$ cat config.mk
export PLATFORM = sky130hd
export DESIGN_NAME = bitcast_unit
export DESIGN_NICKNAME = d
export VERILOG_FILES = /design/src/rtl/bitcast_unit.sv
export SDC_FILE = /design/constraint.sdc
export NUM_CORES = 2
export LEC_CHECK = 0
export BUFFER_PORTS_ARGS = -buffer_cell sky130_fd_sc_hd__clkbuf_2
export CAP_MARGIN = 20
export CORE_MARGIN = 3
export CORE_UTILIZATION = 60
export DETAILED_ROUTE_END_ITERATION = 16
export GPL_ROUTABILITY_DRIVEN = 0
export PLACE_DENSITY = 0.9
export SLEW_MARGIN = 40
export SYNTH_ARGS = -nofsm -noshare
export SYNTH_HDL_FRONTEND = slang
export SYNTH_SLANG_ARGS = --single-unit
$ cat constraint.sdc
create_clock -name clock -period 21.2 [get_ports clock]
set_input_delay 3.18 -clock clock [delete_from_list [all_inputs] [get_ports clock]]
set_output_delay 3.18 -clock clock [all_outputs]
set_load 0.01 [all_outputs]
$ cat src/rtl/bitcast_unit.sv
// Bitcast execution engine: validates a bitcast descriptor and copies the source words unchanged to the destination.
// Optional macro BITCAST_OVERLAP_SAFE_EN: copy descending when the destination overlaps above the source.
module bitcast_unit #(
  parameter int DATA_W = 32,
  parameter int ADDR_W = 11
) (
  input  logic              clock,
  input  logic              reset,
  input  logic [112:0]      bitcast_in_tdata,
  input  logic              bitcast_in_tvalid,
  output logic              bitcast_in_tready,
  output logic              mem_rd_en,
  output logic [ADDR_W-1:0] mem_rd_addr,
  input  logic [DATA_W-1:0] mem_rd_data,
  output logic              mem_wr_en,
  output logic [ADDR_W-1:0] mem_wr_addr,
  output logic [DATA_W-1:0] mem_wr_data,
  output logic              done_valid,
  output logic [1:0]        done_status
);

  localparam logic [2:0] ST_IDLE  = 3'd0;
  localparam logic [2:0] ST_CALC  = 3'd1;
  localparam logic [2:0] ST_CHECK = 3'd2;
  localparam logic [2:0] ST_COPY  = 3'd3;
  localparam logic [2:0] ST_DRAIN = 3'd4;
  localparam logic [2:0] ST_DONE  = 3'd5;

  localparam logic [43:0] DEPTH = 44'd1 << ADDR_W;

  logic [2:0]        state;
  logic [4:0]        op;
  logic [29:0]       sdim_hi, ddim_hi;
  logic [ADDR_W-1:0] saddr, daddr;
  logic [2:0]        isz, osz;
  logic [39:0]       scnt, dcnt;
  logic [1:0]        calc_idx;
  logic [ADDR_W-1:0] remaining, rd_dst;
  logic              descending;

  logic [42:0]       sbytes, dbytes;
  logic [43:0]       words;
  logic [ADDR_W-1:0] last_off;
  logic              unsupported, mismatch, out_of_range, overlap_desc;

  // Only d1..d3 are kept; d0 seeds the running element count at capture.
  function automatic logic [9:0] dim_at(input logic [29:0] dims, input logic [1:0] k);
    case (k)
      2'd0:    dim_at = dims[9:0];
      2'd1:    dim_at = dims[19:10];
      default: dim_at = dims[29:20];
    endcase
  endfunction

  assign bitcast_in_tready = (state == ST_IDLE);
  assign mem_wr_data       = mem_wr_en ? mem_rd_data : '0;

  always_comb begin
    sbytes       = {3'b000, scnt} << isz[1:0];
    dbytes       = {3'b000, dcnt} << osz[1:0];
    words        = ({1'b0, sbytes} + 44'd3) >> 2;
    last_off     = ADDR_W'(words - 44'd1);
    unsupported  = (op != 5'd0) || isz[2] || osz[2];
    mismatch     = (sbytes != dbytes);
    out_of_range = ((44'(saddr) + words) > DEPTH) || ((44'(daddr) + words) > DEPTH);
`ifdef BITCAST_OVERLAP_SAFE_EN
    overlap_desc = (daddr > saddr) && (44'(daddr) < (44'(saddr) + words));
`else
    overlap_desc = 1'b0;
`endif
  end

  always_ff @(posedge clock) begin
    if (reset) begin
      state       <= ST_IDLE;
      op          <= '0;
      sdim_hi     <= '0;
      ddim_hi     <= '0;
      saddr       <= '0;
      daddr       <= '0;
      isz         <= '0;
      osz         <= '0;
      scnt        <= '0;
      dcnt        <= '0;
      calc_idx    <= '0;
      remaining   <= '0;
      rd_dst      <= '0;
      descending  <= 1'b0;
      mem_rd_en   <= 1'b0;
      mem_rd_addr <= '0;
      mem_wr_en   <= 1'b0;
      mem_wr_addr <= '0;
      done_valid  <= 1'b0;
      done_status <= 2'd0;
    end else begin
      done_valid <= 1'b0;
      case (state)
        ST_IDLE: begin
          if (bitcast_in_tvalid) begin
            op       <= bitcast_in_tdata[112:108];
            sdim_hi  <= bitcast_in_tdata[107:78];
            scnt     <= {30'd0, bitcast_in_tdata[77:68]};
            ddim_hi  <= bitcast_in_tdata[67:38];
            dcnt     <= {30'd0, bitcast_in_tdata[37:28]};
            saddr    <= bitcast_in_tdata[27:17];
            daddr    <= bitcast_in_tdata[16:6];
            isz      <= bitcast_in_tdata[5:3];
            osz      <= bitcast_in_tdata[2:0];
            calc_idx <= 2'd0;
            state    <= ST_CALC;
          end
        end
        ST_CALC: begin
          scnt     <= scnt * 40'(dim_at(sdim_hi, calc_idx));
          dcnt     <= dcnt * 40'(dim_at(ddim_hi, calc_idx));
          calc_idx <= calc_idx + 2'd1;
          if (calc_idx == 2'd2) state <= ST_CHECK;
        end
        ST_CHECK: begin
          if (unsupported || mismatch || out_of_range || (words == 44'd0)) begin
            done_status <= unsupported  ? 2'd1 :
                           mismatch     ? 2'd2 :
                           out_of_range ? 2'd3 : 2'd0;
            done_valid  <= 1'b1;
            state       <= ST_DONE;
          end else begin
            descending  <= overlap_desc;
            remaining   <= last_off;
            mem_rd_en   <= 1'b1;
            mem_rd_addr <= overlap_desc ? saddr + last_off : saddr;
            rd_dst      <= overlap_desc ? daddr + last_off : daddr;
            state       <= ST_COPY;
          end
        end
        ST_COPY: begin
          // Each read's write lands one cycle later, paired with the captured destination address.
          mem_wr_en   <= 1'b1;
          mem_wr_addr <= rd_dst;
          if (remaining == '0) begin
            mem_rd_en <= 1'b0;
            state     <= ST_DRAIN;
          end else begin
            remaining <= remaining - ADDR_W'(1);
            if (descending) begin
              mem_rd_addr <= mem_rd_addr - ADDR_W'(1);
              rd_dst      <= rd_dst - ADDR_W'(1);
            end else begin
              mem_rd_addr <= mem_rd_addr + ADDR_W'(1);
              rd_dst      <= rd_dst + ADDR_W'(1);
            end
          end
        end
        ST_DRAIN: begin
          mem_wr_en   <= 1'b0;
          done_status <= 2'd0;
          done_valid  <= 1'b1;
          state       <= ST_DONE;
        end
        ST_DONE: state <= ST_IDLE;
        default: state <= ST_IDLE;
      endcase
    end
  end

endmodule

; After elaboration in Yosys (flattened, before gate mapping)
; Index checks and enable logic that the tools add are counted.
[op_classes]
n_addsub = 8
multipliers = 2
n_lt_le_gt_ge = 2
eq_ne = 13
shifts = 2
muxes = 38
n_reduce_logical = 21
[op_table]
columns = op, n
row1 = $pmux 40 s2, 2
row2 = $add 11x42->43, 2
row3 = $gt 43x12->1 const B, 2
row4 = $shl 40x2->43, 2
row5 = $mul 40x10->40, 2
row6 = $mux 40, 2
row7 = $mux 11, 6
row8 = $pmux 11 s2, 3
row9 = $add 43x2->44 const B, 1
row10 = $logic_not 44->1, 1
row11 = $ne 43x43->1, 1
row12 = $mux 10, 4
row13 = $pmux 10 s2, 2
row14 = $mux 32, 1
row15 = $add 11x1->11 const B, 2
row16 = $sub 11x1->11 const B, 2
row17 = $pmux 3 s5, 1
row18 = $mux 3, 4
row19 = $ne 2x2->1 const B, 6
row20 = $logic_not 11->1, 1
row21 = $mux 2, 5
row22 = $reduce_and 3->1, 3
row23 = $pmux 2 s2, 2
row24 = $reduce_bool 2->1, 4
row25 = other kinds (13), 25
[word_totals]
reg_bits = 227
out_inout_bits = 60

; Logic depth before layout (Yosys ltp)
[logic_depth]
depth_word = 10
mapped_depth = 35
mapped_depth_nobuf = 31

; Worst setup path before layout
; Ideal clock, no wire load.
[synth_path]
path_type = reg-to-reg
from = reg calc_idx[0]
to = reg dcnt[37]
t_arrival_ps = 7545
setup_slack_ps = 13538
stages_incl_launch_ff = 36
n_path_buf = 4
period_less_slack_ps = 7662
cell_sequence = dfxtp_1 inv_1 ha_1 nor2_1 clkbuf_1 buf_1 nand2_1 nand2_1 clkbuf_1 clkbuf_1 nand2_1 fa_1 inv_1 fa_1 inv_1 fa_1 inv_1 fa_1 inv_1 fa_1 inv_1 ha_1 o21a_1 o211ai_1 a31oi_1 o21a_1 o21a_1 o2111a_1 o211ai_1 nand4_1 a31oi_1 a211oi_1 or3_1 a21oi_1 xnor2_1 a22o_1
[synth_via]
elab_chain_len = 6
[synth_lines]
columns = item, line_no
row1 = from (decl), 37  ; logic [1:0] calc_idx;
row2 = from (signal assigned), 116  ; calc_idx <= calc_idx + 2'd1;
row3 = $eq 2x1->1 / $logic_not 2->1 (equally long branches), 48  ; case (k)
row4 = $pmux 10 s2 (*), 48
row5 = $mux 10 (*), 97  ; case (state)
row6 = $mux 10 (*), 74  ; if (reset) begin
row7 = $mul 40x10->40 (*), 115  ; dcnt <= dcnt * 40'(dim_at(ddim_hi, calc_idx));
row8 = $pmux 40 s2 (*), 97
row9 = to (signal assigned), 104  ; dcnt <= {30'd0, bitcast_in_tdata[37:28]};
row10 = to (signal assigned), 115
row11 = to (decl), 36  ; logic [39:0] scnt, dcnt;
; Mark *: on every way between the ends. The rest lies on a longest branch, timed or not. The select of a mux whose other input is x is not followed.
; A chain may end at the register's enable or synchronous reset.

; Final worst setup path
; Ends and elaborated chain as after synthesis.

==> impl_metrics.yaml <==
status:
  status: "finished clean"
timing:
  setup_violations: 0
  layout_setup_ws_ps: 12480
  relSlewSlack: 0.392
  tightest_slew_ps: 912
  max_freq_mhz: 115
  worst_clock_skew_ps: 67.8
  finalHoldViolCount: 0
  setup_tns_ps: 0
  rsz0062_at_grt: "no"
  period_share: 0.411
  finalMaxSlewViolations: 0
  fin_crit_ps: 8720
setup_path:
  slowest_delay_ps: 700
  critPathLaunchType: "flip-flop"
  worstPathBufferInverterCount: 7
  r2r-start: "calc_idx[0]"
  crit_type: "reg2reg"
  critPathLaunch: "calc_idx[0]"
  critPathRequiredTime_ps: 21690
  path_delay_family: "adder cells"
  crit_path_top_delay_cell: "ha_1"
  endpoint_kind: "flip-flop"
  arrival_ps: 9200
  crit_fanout: 35
clock_tree:
  clk_pin_slew_ps: 70
  tritoncts: "yes"
  clockRootBuffer: "clkbuf_16"
  cts-htree-levels: 1
  cts_max_path_buffers: 3
  cts_hold_buf: 0
  numCtsBuffers: 28
  postCtsResizedCells: 0
  clk_latency_ps: 640
  cts.sinks: 227
  cts_setup_buffers: 0
route:
  vias: 33200
  final_antenna_net_count: 0
  wl_per_cell_um: 20.7
  via_per_inst: 6.39
  drt-pass1-iter-count: 9
  drtIter0Drc: 3362
  wl_um: 107000
  drc: 0
yosys:
  synth-simple-area-share: 0.233
  yosysSeqAreaShare: 0.124
  synth_fa_ha_area_frac: 0.335
  yosys_warnings: 0
  synthCells: 4399
  synth_top_family_by_area: "adder cells"
  synth-edff-count: 0
  avgSynthCellArea_um2: 8.32
  syn_nets: 5211
  synthXorXnorAreaFrac: 0.0454
  ys_ff_latch: 227
  ys.flop_type: "dfxtp_1"
  synth-compound-area-share: 0.127
  yosysUniqueCellTypes: 104
  synth.mux.area_fraction: 0.0510
  async_flop_share: 0
  synth_area_um2: 36600
placed_design:
  dp_hpwl_um: 76800
  detailedPlace.worstSlack_ps: 12770
  io_buffers: 207
layout:
  drive_gt1_frac: 0.105
  finish.utilization: 0.653
  fillers: 4490
  nets: 5208
  area_growth_pct: 6.56
floorplan:
  die_x_um: 253
  start_util: 0.613
  coreArea_um2: 59700
  pin_count: 208
  dieArea_um2: 64000
  fp.dieH_um: 253
  rows: 89
global_routing:
  grt_pass1_wl_um: 174000
  grt_max_degree: 82
  grt-ovfl-total: 0
  antenna_found_initial: 0
  grt_util_all_layers: 0.337
  grt_pass1_vias: 34300
power_and_ir_drop:
  pwr_density_cell_nw_per_um2: 41.1
  peakVddDrop_mv: 0.0664
  leakage_nw: 18.2
min_path:
  worstHoldPathType: "reg2reg"
  hp-start: "mem_wr_addr[0]"
job:
  drv_cap: 0
-- Yosys cell counts (all sizes together) (28+ instances only) --
cell	instances	share of area
clkbuf	240	0.025
nor4	31	0.0068
nand3	64	0.0088
nand4	36	0.0063
dfxtp	227	0.12
a22oi	62	0.013
nand2b	28	0.0048
buf	42	0.0068
fa	526	0.29
mux4	49	0.030
ha	138	0.047
mux2i	45	0.012
xor2	52	0.012
nand2	718	0.074
o21ai	84	0.011
and3	31	0.0053
xnor2	137	0.033
nor2	179	0.018
and2	238	0.041
a21o	46	0.0094
nor3	38	0.0055
a21oi	250	0.034
inv	515	0.053
nor2b	218	0.037
-- routing by layer --
metal  track usage  vias up  part of all wire
li1              -    14400                 -
met1         0.411    15800              0.36
met2         0.539     2365              0.45
met3         0.105      639              0.13
met4         0.180        2             0.061
met5             0        -           0.00040
-- state kept, by name (all words and copies together), names as in the netlist --
register / count
mem_rd_addr: 11
op: 5
scnt: 40
isz: 3
saddr: 11
dcnt: 40
done_status: 2
rd_dst: 11
calc_idx: 2
mem_wr_addr: 11
state: 3
sdim_hi: 30
done_valid: 1
remaining: 11
mem_wr_en: 1
ddim_hi: 30
mem_rd_en: 1
daddr: 11
osz: 3
-- stage by stage --
stage / hold WS (ps) / area [µm²] / instances / power [mW]
floorplan: 431 / 36600 / 4399 / 0.875
global placement: 440 / 37800 / 5138 / 1.02
detailed placement: 447 / 37900 / 5138 / 1.04
CTS: 455 / 38900 / 5189 / 1.58
global route: 464 / 39000 / 5190 / 1.67
finish: 451 / 39000 / 5191 / 1.60
-- logic make-up after synthesis --
family / Yosys count
buffers and inverters: 798
muxes: 121
adders and majority gates: 664
and+or+nand+nor: 1700
xor gates and xnor gates: 189
AOI/OAI and AO/OA: 700
DFF: 227
-- placed cells by master (no fill, tap or decap), types with 11 or more instances in the layout --
cell	n
nand2_1	713
fa_1	526
inv_1	514
a21oi_1	242
and2_1	235
dfxtp_1	223
nor2b_1	218
clkbuf_2	206
nor2_1	174
ha_1	137
xnor2_1	131
o21ai_0	82
nand3_1	64
a22oi_1	61
xor2_1	51
mux4_2	48
a21o_1	45
mux2i_1	43
buf_4	39
nor3_1	35
nand4_1	35
and3_1	31
nand2b_1	28
clkbuf_16	28
mux2_2	26
or3_1	25
nor4_1	24
a31oi_1	23
a22o_1	22
o211ai_1	20
o21a_1	19
nand3b_1	16
and4_1	16
a211oi_1	16
or4_1	16
o31ai_1	15
a311oi_1	13
nor3b_1	12
o21bai_1	11
-- final cells by class --
| type | count | area, µm² | area share |
|---|---|---|---|
| diodes | 1 | 2.50 | 0.0000642 |
| clock buffers | 34 | 753 | 0.0193 |
| clock inverters | 17 | 264 | 0.00677 |
| inverters | 516 | 1940 | 0.0497 |
| multi-input cells | 3374 | 29100 | 0.747 |
| flip-flops and latches | 227 | 4550 | 0.117 |
| well taps | 773 | 967 | 0.0248 |
| repair buffers | 249 | 1380 | 0.0353 |
-- report_power, final --
group | leakage (nW) | internal [mW] | switching, mW
logic | 15.9 | 0.196 | 0.361
registers | 1.85 | 0.450 | 0.0514
clock network | 0.494 | 0.317 | 0.225
total | 18.2 | 0.963 | 0.638
-- tightest hold or removal path: stages (launching register included) --
cell and delay [ps]:
dfxtp_1 300, nand2_1 50, a21oi_1 50
-- final timing paths --
path,endpoint,slack (ps),depth (start not counted)
worst max-delay path,dcnt[37],12480,31
worst min-delay path,mem_wr_addr[0],450,2
worst max register to register,dcnt[37],12480,31
worst min register to register,mem_wr_addr[0],450,2
Power figures use the tool's default switching activity.
